### src/rtl/proto_cmd_bridge_if.sv
// Bus bundle for proto_cmd_bridge: RX FIFO read port, TX FIFO write port,
// CSR master bus and status. The master modport is the bridge side.
`timescale 1ns/1ps

interface proto_cmd_bridge_if #(
  parameter int unsigned ADDR_W     = 16,
  parameter int unsigned CSR_DATA_W = 32
);
  // RX FIFO read port
  logic                  rxfifo_rd;
  logic [7:0]            rxfifo_data;
  logic                  rxfifo_valid;
  logic                  rxfifo_empty;
  // TX FIFO write port
  logic [7:0]            txfifo_data;
  logic                  txfifo_wr;
  logic                  txfifo_full;
  // CSR bus
  logic [ADDR_W-1:0]     csr_addr;
  logic [CSR_DATA_W-1:0] csr_wdata;
  logic                  csr_wen;
  logic                  csr_ren;
  logic [CSR_DATA_W-1:0] csr_rdata;
  logic                  csr_rvalid;
  // Status
  logic                  busy;
  logic [7:0]            err_cnt;

  modport master (
    output rxfifo_rd,
    input  rxfifo_data,
    input  rxfifo_valid,
    input  rxfifo_empty,
    output txfifo_data,
    output txfifo_wr,
    input  txfifo_full,
    output csr_addr,
    output csr_wdata,
    output csr_wen,
    output csr_ren,
    input  csr_rdata,
    input  csr_rvalid,
    output busy,
    output err_cnt
  );

  modport slave (
    input  rxfifo_rd,
    output rxfifo_data,
    output rxfifo_valid,
    output rxfifo_empty,
    input  txfifo_data,
    input  txfifo_wr,
    output txfifo_full,
    input  csr_addr,
    input  csr_wdata,
    input  csr_wen,
    input  csr_ren,
    output csr_rdata,
    output csr_rvalid,
    input  busy,
    input  err_cnt
  );
endinterface

### src/rtl/proto_cmd_bridge.sv
// proto_cmd_bridge: parses host command frames from the RX FIFO, runs
// single-beat CSR writes/reads and returns read data through the TX FIFO.
// Frame: CMD (01 write / 02 read), ADDR bytes MSB first, DATA bytes (write).
// Optional feature macro: PROTO_CMD_WRITE_ACK_EN (emit 8'hAC after each write).
`timescale 1ns/1ps

module proto_cmd_bridge #(
  parameter int unsigned ADDR_W     = 16,
  parameter int unsigned CSR_DATA_W = 32,
  parameter int unsigned RD_TIMEOUT = 255,
  parameter logic [31:0] TO_DATA    = 32'hDEADBEEF
) (
  input  logic              clk,
  input  logic              rst,
  proto_cmd_bridge_if.master bus
);

  localparam int unsigned           ADDR_BYTES = ADDR_W / 8;
  localparam int unsigned           DATA_BYTES = CSR_DATA_W / 8;
  localparam int unsigned           TO_W       = $clog2(RD_TIMEOUT + 1);
  localparam logic [CSR_DATA_W-1:0] TO_WORD    = CSR_DATA_W'(TO_DATA);
  localparam logic [7:0]            CMD_WR     = 8'h01;
  localparam logic [7:0]            CMD_RD     = 8'h02;
`ifdef PROTO_CMD_WRITE_ACK_EN
  localparam logic [7:0]            ACK_BYTE   = 8'hAC;
`endif

  typedef enum logic [2:0] {
    IDLE_S,
    ADDR_S,
    DATA_S,
    BUS_WR_S,
    BUS_RD_S,
    WAIT_RD_S,
`ifdef PROTO_CMD_WRITE_ACK_EN
    SEND_S,
    ACK_S
`else
    SEND_S
`endif
  } state_t;

  state_t                state_q, state_d;
  logic                  fetch_pend_q, fetch_pend_d;
  logic                  is_wr_q, is_wr_d;
  logic [7:0]            byte_cnt_q, byte_cnt_d;
  logic [ADDR_W-1:0]     addr_q, addr_d;
  logic [CSR_DATA_W-1:0] wdata_q, wdata_d;
  logic [CSR_DATA_W-1:0] word_q, word_d;
  logic [7:0]            tx_data_q, tx_data_d;
  logic                  tx_pend_q, tx_pend_d;
  logic                  wen_q, wen_d;
  logic                  ren_q, ren_d;
  logic [TO_W-1:0]       to_cnt_q, to_cnt_d;
  logic [7:0]            err_cnt_q, err_cnt_d;

  logic fetch_en;
  logic rd_issue;
  logic byte_rx;
  logic tx_fire;
  logic err_inc;

  // RX fetch handshake: at most one read outstanding, only while parsing a frame
  always_comb begin
    fetch_en = (state_q == IDLE_S) || (state_q == ADDR_S) || (state_q == DATA_S);
    rd_issue = fetch_en && !bus.rxfifo_empty && !fetch_pend_q;
    byte_rx  = fetch_pend_q && bus.rxfifo_valid;
    tx_fire  = tx_pend_q && !bus.txfifo_full;
  end

  // Frame parser, CSR sequencing and TX byte serialiser next-state logic
  always_comb begin
    state_d      = state_q;
    fetch_pend_d = fetch_pend_q;
    is_wr_d      = is_wr_q;
    byte_cnt_d   = byte_cnt_q;
    addr_d       = addr_q;
    wdata_d      = wdata_q;
    word_d       = word_q;
    tx_data_d    = tx_data_q;
    tx_pend_d    = tx_pend_q;
    to_cnt_d     = to_cnt_q;
    err_inc      = 1'b0;

    if (rd_issue) begin
      fetch_pend_d = 1'b1;
    end else if (byte_rx) begin
      fetch_pend_d = 1'b0;
    end

    case (state_q)
      IDLE_S: begin
        if (byte_rx) begin
          byte_cnt_d = '0;
          if (bus.rxfifo_data == CMD_WR) begin
            is_wr_d = 1'b1;
            state_d = ADDR_S;
          end else if (bus.rxfifo_data == CMD_RD) begin
            is_wr_d = 1'b0;
            state_d = ADDR_S;
          end else begin
            err_inc = 1'b1;
          end
        end
      end

      ADDR_S: begin
        if (byte_rx) begin
          addr_d = ADDR_W'({addr_q, bus.rxfifo_data});
          if (byte_cnt_q == 8'(ADDR_BYTES - 1)) begin
            byte_cnt_d = '0;
            state_d    = is_wr_q ? DATA_S : BUS_RD_S;
          end else begin
            byte_cnt_d = byte_cnt_q + 8'd1;
          end
        end
      end

      DATA_S: begin
        if (byte_rx) begin
          wdata_d = CSR_DATA_W'({wdata_q, bus.rxfifo_data});
          if (byte_cnt_q == 8'(DATA_BYTES - 1)) begin
            byte_cnt_d = '0;
            state_d    = BUS_WR_S;
          end else begin
            byte_cnt_d = byte_cnt_q + 8'd1;
          end
        end
      end

      BUS_WR_S: begin
`ifdef PROTO_CMD_WRITE_ACK_EN
        tx_data_d = ACK_BYTE;
        tx_pend_d = 1'b1;
        state_d   = ACK_S;
`else
        state_d   = IDLE_S;
`endif
      end

      BUS_RD_S: begin
        to_cnt_d = TO_W'(RD_TIMEOUT);
        state_d  = WAIT_RD_S;
      end

      // Response on the expiry cycle still wins over the timeout word.
      WAIT_RD_S: begin
        if (bus.csr_rvalid) begin
          word_d  = bus.csr_rdata;
          state_d = SEND_S;
        end else if (to_cnt_q == TO_W'(1)) begin
          word_d  = TO_WORD;
          err_inc = 1'b1;
          state_d = SEND_S;
        end else begin
          to_cnt_d = to_cnt_q - TO_W'(1);
        end
      end

      // First cycle stages byte 0 into the holding register; each accepted
      // write then stages the next byte, so a full FIFO simply holds it.
      SEND_S: begin
        if (!tx_pend_q) begin
          tx_data_d  = word_q[CSR_DATA_W-1 -: 8];
          word_d     = CSR_DATA_W'({word_q, 8'h00});
          tx_pend_d  = 1'b1;
          byte_cnt_d = 8'd1;
        end else if (tx_fire) begin
          if (byte_cnt_q == 8'(DATA_BYTES)) begin
            tx_pend_d  = 1'b0;
            byte_cnt_d = '0;
            state_d    = IDLE_S;
          end else begin
            tx_data_d  = word_q[CSR_DATA_W-1 -: 8];
            word_d     = CSR_DATA_W'({word_q, 8'h00});
            byte_cnt_d = byte_cnt_q + 8'd1;
          end
        end
      end

`ifdef PROTO_CMD_WRITE_ACK_EN
      ACK_S: begin
        if (tx_fire) begin
          tx_pend_d = 1'b0;
          state_d   = IDLE_S;
        end
      end
`endif

      default: begin
        state_d = IDLE_S;
      end
    endcase

    wen_d = (state_d == BUS_WR_S);
    ren_d = (state_d == BUS_RD_S);

    if (err_inc && (err_cnt_q != '1)) begin
      err_cnt_d = err_cnt_q + 8'd1;
    end else begin
      err_cnt_d = err_cnt_q;
    end
  end

  // State and output registers with synchronous reset
  always_ff @(posedge clk) begin
    if (rst) begin
      state_q      <= IDLE_S;
      fetch_pend_q <= 1'b0;
      is_wr_q      <= 1'b0;
      byte_cnt_q   <= '0;
      addr_q       <= '0;
      wdata_q      <= '0;
      word_q       <= '0;
      tx_data_q    <= '0;
      tx_pend_q    <= 1'b0;
      wen_q        <= 1'b0;
      ren_q        <= 1'b0;
      to_cnt_q     <= '0;
      err_cnt_q    <= '0;
    end else begin
      state_q      <= state_d;
      fetch_pend_q <= fetch_pend_d;
      is_wr_q      <= is_wr_d;
      byte_cnt_q   <= byte_cnt_d;
      addr_q       <= addr_d;
      wdata_q      <= wdata_d;
      word_q       <= word_d;
      tx_data_q    <= tx_data_d;
      tx_pend_q    <= tx_pend_d;
      wen_q        <= wen_d;
      ren_q        <= ren_d;
      to_cnt_q     <= to_cnt_d;
      err_cnt_q    <= err_cnt_d;
    end
  end

  assign bus.rxfifo_rd   = rd_issue && !rst;
  assign bus.txfifo_wr   = tx_fire && !rst;
  assign bus.txfifo_data = tx_data_q;
  assign bus.csr_addr    = addr_q;
  assign bus.csr_wdata   = wdata_q;
  assign bus.csr_wen     = wen_q;
  assign bus.csr_ren     = ren_q;
  assign bus.busy        = (state_q != IDLE_S);
  assign bus.err_cnt     = err_cnt_q;

endmodule

### src/flat_wrapper.sv
// flat-port wrapper written by rule: the top's interface ports become plain ports
module proto_cmd_bridge_flat 
#(
  parameter int unsigned ADDR_W     = 16,
  parameter int unsigned CSR_DATA_W = 32,
  parameter int unsigned RD_TIMEOUT = 255,
  parameter logic [31:0] TO_DATA    = 32'hDEADBEEF
)
  (clk, rst, bus_rxfifo_rd, bus_rxfifo_data, bus_rxfifo_valid, bus_rxfifo_empty, bus_txfifo_data, bus_txfifo_wr, bus_txfifo_full, bus_csr_addr, bus_csr_wdata, bus_csr_wen, bus_csr_ren, bus_csr_rdata, bus_csr_rvalid, bus_busy, bus_err_cnt);
  proto_cmd_bridge_if #(.ADDR_W(ADDR_W), .CSR_DATA_W(CSR_DATA_W)) bus_i ();
  input  logic clk;
  input  logic rst;
  output wire logic [$bits(bus_i.rxfifo_rd)-1:0] bus_rxfifo_rd;
  input wire logic [$bits(bus_i.rxfifo_data)-1:0] bus_rxfifo_data;
  input wire logic [$bits(bus_i.rxfifo_valid)-1:0] bus_rxfifo_valid;
  input wire logic [$bits(bus_i.rxfifo_empty)-1:0] bus_rxfifo_empty;
  output wire logic [$bits(bus_i.txfifo_data)-1:0] bus_txfifo_data;
  output wire logic [$bits(bus_i.txfifo_wr)-1:0] bus_txfifo_wr;
  input wire logic [$bits(bus_i.txfifo_full)-1:0] bus_txfifo_full;
  output wire logic [$bits(bus_i.csr_addr)-1:0] bus_csr_addr;
  output wire logic [$bits(bus_i.csr_wdata)-1:0] bus_csr_wdata;
  output wire logic [$bits(bus_i.csr_wen)-1:0] bus_csr_wen;
  output wire logic [$bits(bus_i.csr_ren)-1:0] bus_csr_ren;
  input wire logic [$bits(bus_i.csr_rdata)-1:0] bus_csr_rdata;
  input wire logic [$bits(bus_i.csr_rvalid)-1:0] bus_csr_rvalid;
  output wire logic [$bits(bus_i.busy)-1:0] bus_busy;
  output wire logic [$bits(bus_i.err_cnt)-1:0] bus_err_cnt;
  assign bus_rxfifo_rd = bus_i.rxfifo_rd;
  assign bus_i.rxfifo_data = bus_rxfifo_data;
  assign bus_i.rxfifo_valid = bus_rxfifo_valid;
  assign bus_i.rxfifo_empty = bus_rxfifo_empty;
  assign bus_txfifo_data = bus_i.txfifo_data;
  assign bus_txfifo_wr = bus_i.txfifo_wr;
  assign bus_i.txfifo_full = bus_txfifo_full;
  assign bus_csr_addr = bus_i.csr_addr;
  assign bus_csr_wdata = bus_i.csr_wdata;
  assign bus_csr_wen = bus_i.csr_wen;
  assign bus_csr_ren = bus_i.csr_ren;
  assign bus_i.csr_rdata = bus_csr_rdata;
  assign bus_i.csr_rvalid = bus_csr_rvalid;
  assign bus_busy = bus_i.busy;
  assign bus_err_cnt = bus_i.err_cnt;
  proto_cmd_bridge #(.ADDR_W(ADDR_W), .CSR_DATA_W(CSR_DATA_W), .RD_TIMEOUT(RD_TIMEOUT), .TO_DATA(TO_DATA)) u_core (.clk(clk), .rst(rst), .bus(bus_i));
endmodule
### config.mk
export PLATFORM = sky130hd
export DESIGN_NAME = proto_cmd_bridge_flat
export DESIGN_NICKNAME = d
export VERILOG_FILES = /design/src/rtl/proto_cmd_bridge_if.sv /design/src/rtl/proto_cmd_bridge.sv /design/src/flat_wrapper.sv
export SDC_FILE = /design/constraint.sdc
export NUM_CORES = 1
export LEC_CHECK = 0
export BUFFER_PORTS_ARGS = -buffer_cell sky130_fd_sc_hd__buf_2
export CORE_UTILIZATION = 45
export DETAILED_ROUTE_END_ITERATION = 16
export PLACE_DENSITY = 0.68
export SYNTH_ARGS = -nofsm -noshare
export SYNTH_HDL_FRONTEND = slang
export SYNTH_SLANG_ARGS = --single-unit
### constraint.sdc
create_clock -name clk -period 2.2 [get_ports clk]
set_input_delay 0.22 -clock clk [delete_from_list [all_inputs] [get_ports clk]]
set_output_delay 0.22 -clock clk [all_outputs]
set_load 0.1 [all_outputs]
==> flow_summary.yaml <==
outcome:
  outcome: "finished, final reports clean"
synthesis:
  ys_types: 59
  syn_inst: 636
  yosys_register_bits: 120
  ys_seq_area_share_pct: 45.8
  synth_compound_area_share_pct: 18.6
  synth.area.top_cells: "dfxtp_1 46%, nand2_1 10%, a21oi_1 9.2%"
  post-synth-top-area-fraction_pct: 45.8
  synth_top_family_by_area: "simple AND/OR/NAND/NOR gates"
  muxShareOfSynthArea_pct: 1.53
  synth_fa_ha_area_share_pct: 1.43
  yosys_warnings: 0
  ys.flop_type: "dfxtp_1"
  yosys.area.top_type: "dfxtp_1"
  async_flop_share_pct: 0
  synth_edf_count: 0
  synthXorXnorAreaFrac_pct: 2.01
  netlist_area_um2: 5240
  yosys.area_share.simple_pct: 26.1
  syn-num-nets: 688
  avgSynthCellArea_um2: 8.24
timing:
  setup_violations: 0
  drv_slew: 0
  maxSlewHeadroom_pct: 52.6
  tightest_slew_ns: 0.712
  fin_crit_sh_pct: 93.2
  fmax_mhz: 488
  finalClockSkew_ns: 0.00620
  hold_violations: 0
  finalCriticalPeriod_ns: 2.05
  setup_slack_ns: 0.150
floorplanning:
  fp.dieArea_um2: 12100
  io_pins: 115
  fp.dieH_um: 110
  die_w_um: 110
  coreArea_um2: 11400
  start_util_pct: 46.1
  rows: 39
clock_network:
  htreeDepth: 4
  worstSkewPairLatency_ns: 0.41
  tritoncts: "yes"
  numCtsBuffers: 17
  cts_root_buffer: "clkbuf_16"
  clock_path_buffers: 2
  cts_sinks: 120
  path_clk_slew_ns: 0.06
finish:
  drive_above_1_share_pct: 25.1
  syn_to_final_growth_pct: 25.7
  nets: 795
  antenna_cells: 0
place:
  port_buffers: 114
  globalplace.congestion: 0.836
  dpl_worst_slack_ns: 0.0198
  dp_hpwl_um: 8570
drt:
  first_pass_iters: 5
  drt_iter0_drc: 316
  vias: 4891
  wl_per_cell_um: 13.9
  top_layer_used: "met4"
  routed_wl_um: 12500
  drc: 0
  viasPerCell: 5.44
  wl_met3_um: 531
  m1WireLength_um: 5840
  met2WireLength_um: 6000
  ant_nets: 0
grt:
  grt_max_degree: 51
  grt_use_total_pct: 21.3
  antenna_found_initial: 0
  grt_pass1_vias: 4297
  grt-ovfl-total: 0
  grt_pass1_wl_um: 20100
critical_path:
  r2r_start: "u_core.byte_cnt_q[0]$_SDFFE_PP0P_"
  reg2reg_to: "u_core.word_q[16]$_SDFFE_PP0P_"
  path_class: "flip-flop to flip-flop"
  cp_data_arrival_time_ns: 2.38
  r2r_slack_ns: 0.15
  cp_max_fo: 25
  rr_worst_depth: 8
  end_kind: "flip-flop"
  worstPathRequired_ns: 2.53
  startpoint_type: "flip-flop"
pwr:
  power_leakage_uw: 0.00258
  fin_total_pwr_uw: 5000
  power_density_nw_per_um2: 759
  peakVddDrop_mv: 0.409
hold_path:
  whs_endpoint: "u_core.bus.csr_addr[3]$_SDFFE_PP0P_"
  hold_class: "primary input to flip-flop"
  whs_path_depth: 3
  min_from: "bus_rxfifo_data[3]"
job:
  maxCapViolCount: 0
## logic make-up after synthesis
group                      after synthesis
and+or+nand+nor                        280
AOI/OAI and AO/OA                      158
DFF                                    120
buffers and inverters                   52
xor gates and xnor gates                12
muxes                                    8
adders and majority gates                6
## per-layer routing
layer	up-vias	track usage (%)
met5	-	0
met4	0	8.38
met3	16	5.10
met2	124	34.4
met1	2312	27.2
li1	2439	-
## flip-flops by register name (all words and copies together), names as in the netlist
name                    count
u_core.bus.csr_addr        16
u_core.fetch_pend_q         1
u_core.bus.csr_wen          1
u_core.is_wr_q              1
u_core.tx_pend_q            1
u_core.word_q              32
u_core.bus.csr_wdata       32
u_core.to_cnt_q             8
u_core.state_q              3
u_core.byte_cnt_q           8
u_core.bus.csr_ren          1
u_core.bus.err_cnt          8
u_core.bus.txfifo_data      8
## cell type report
| type | count | area, um^2 |
|---|---|---|
| clock buffers | 19 | 453 |
| clock inverters | 13 | 121 |
| fillers | 1044 | 4780 |
| inverters | 8 | 30.0 |
| multi-input cells | 464 | 2650 |
| flip-flops and latches | 120 | 2410 |
| well taps | 143 | 179 |
| repair buffers | 132 | 748 |
## what timing repair did
item,CTS,global route
setup endpoints to repair,2,34
hold buffers,0,0
resized for setup,1,3
pin swaps,0,1
setup buffers,0,1
## where the power goes
group | switching [uW] | internal, uW | total, uW
registers | 4.31 | 2180 | 2180
logic | 115 | 67.6 | 183
clock network | 1010 | 1620 | 2630
## per-stage QoR
step / instance area (um^2) / instances / hold WS [ns] / TNS, ns / utilization, %
2_1_floorplan: 5270 / 636 / 0.356 / 0 / -
3_3_place_gp: 5990 / 866 / 0.438 / 0 / 52.7
3_5_place_dp: 5990 / 866 / 0.444 / 0 / 52.7
4_1_cts: 6570 / 898 / 0.0610 / 0 / 57.8
5_1_grt: 6590 / 899 / 0.0780 / -0.00956 / 58.0
6_report: 6590 / 899 / 0.0838 / 0 / 58.0
## Yosys cell counts, types with 3 or more instances
cell        n
nand4_1     5
a21oi_1    96
nor2_2      3
dfxtp_1   120
a211oi_1    4
xnor2_1     7
buf_2       9
nand2_1   143
and3_1      3
a311oi_1    7
nand4b_1    3
o31ai_1     4
mux2i_1     8
and3b_1     3
nand3b_1   21
ha_1        6
buf_6       3
nor4_1      3
nor2_1     34
and2_1      6
nand2b_1   10
nor3b_1     4
clkbuf_1   31
o21ai_0     7
nand3_1    20
xor2_1      5
inv_1       8
o211ai_1   17
or4_1       7
## cell usage in the layout (no fill, tap or decap), drive strengths merged, types with 4 or more instances in the layout
| cell type | n |
|---|---|
| mux2i | 8 |
| a211oi | 5 |
| nand2b | 10 |
| nand3 | 20 |
| o21ai | 8 |
| xor2 | 5 |
| buf | 132 |
| nand3b | 21 |
| xnor2 | 7 |
| or4 | 7 |
| a21oi | 96 |
| ha | 6 |
| and2 | 7 |
| nor2 | 37 |
| dfxtp | 120 |
| o31ai | 4 |
| clkbuf | 19 |
| clkinv | 7 |
| inv | 11 |
| nand2 | 143 |
| nand4 | 5 |
| o211ai | 17 |
| nor3b | 4 |
| a311oi | 7 |
## how the worst max path moves through the flow
stage | from | endpoint | slack, ns | cells after the start
CTS | u_core.byte_cnt_q[0]$_SDFFE_PP0P_ | u_core.word_q[24]$_SDFFE_PP0P_ | 0.009 | 8
detailed placement | u_core.byte_cnt_q[0]$_SDFFE_PP0P_ | u_core.word_q[16]$_SDFFE_PP0P_ | 0.02 | 7
global placement | u_core.byte_cnt_q[0]$_SDFFE_PP0P_ | u_core.word_q[3]$_SDFFE_PP0P_ | 0.12 | 7
global route | u_core.byte_cnt_q[0]$_SDFFE_PP0P_ | u_core.byte_cnt_q[7]$_SDFFE_PP0P_ | -0.01 | 7
finish | u_core.byte_cnt_q[0]$_SDFFE_PP0P_ | u_core.word_q[16]$_SDFFE_PP0P_ | 0.15 | 8
floorplan | u_core.bus.err_cnt[2]$_SDFFE_PP0P_ | u_core.bus.err_cnt[1]$_SDFFE_PP0P_ | 0.05 | 5
## worst max-delay path, cell delays in order, from the launching register on
cell and delay (ns):
dfxtp_1 0.35, inv_1 0.10, ha_1 0.14, and4bb_2 0.28, a211oi_4 0.08, buf_4 0.16
o22ai_4 0.56, nand2_1 0.13, a21oi_1 0.17
Power figures use the tool's default switching activity.
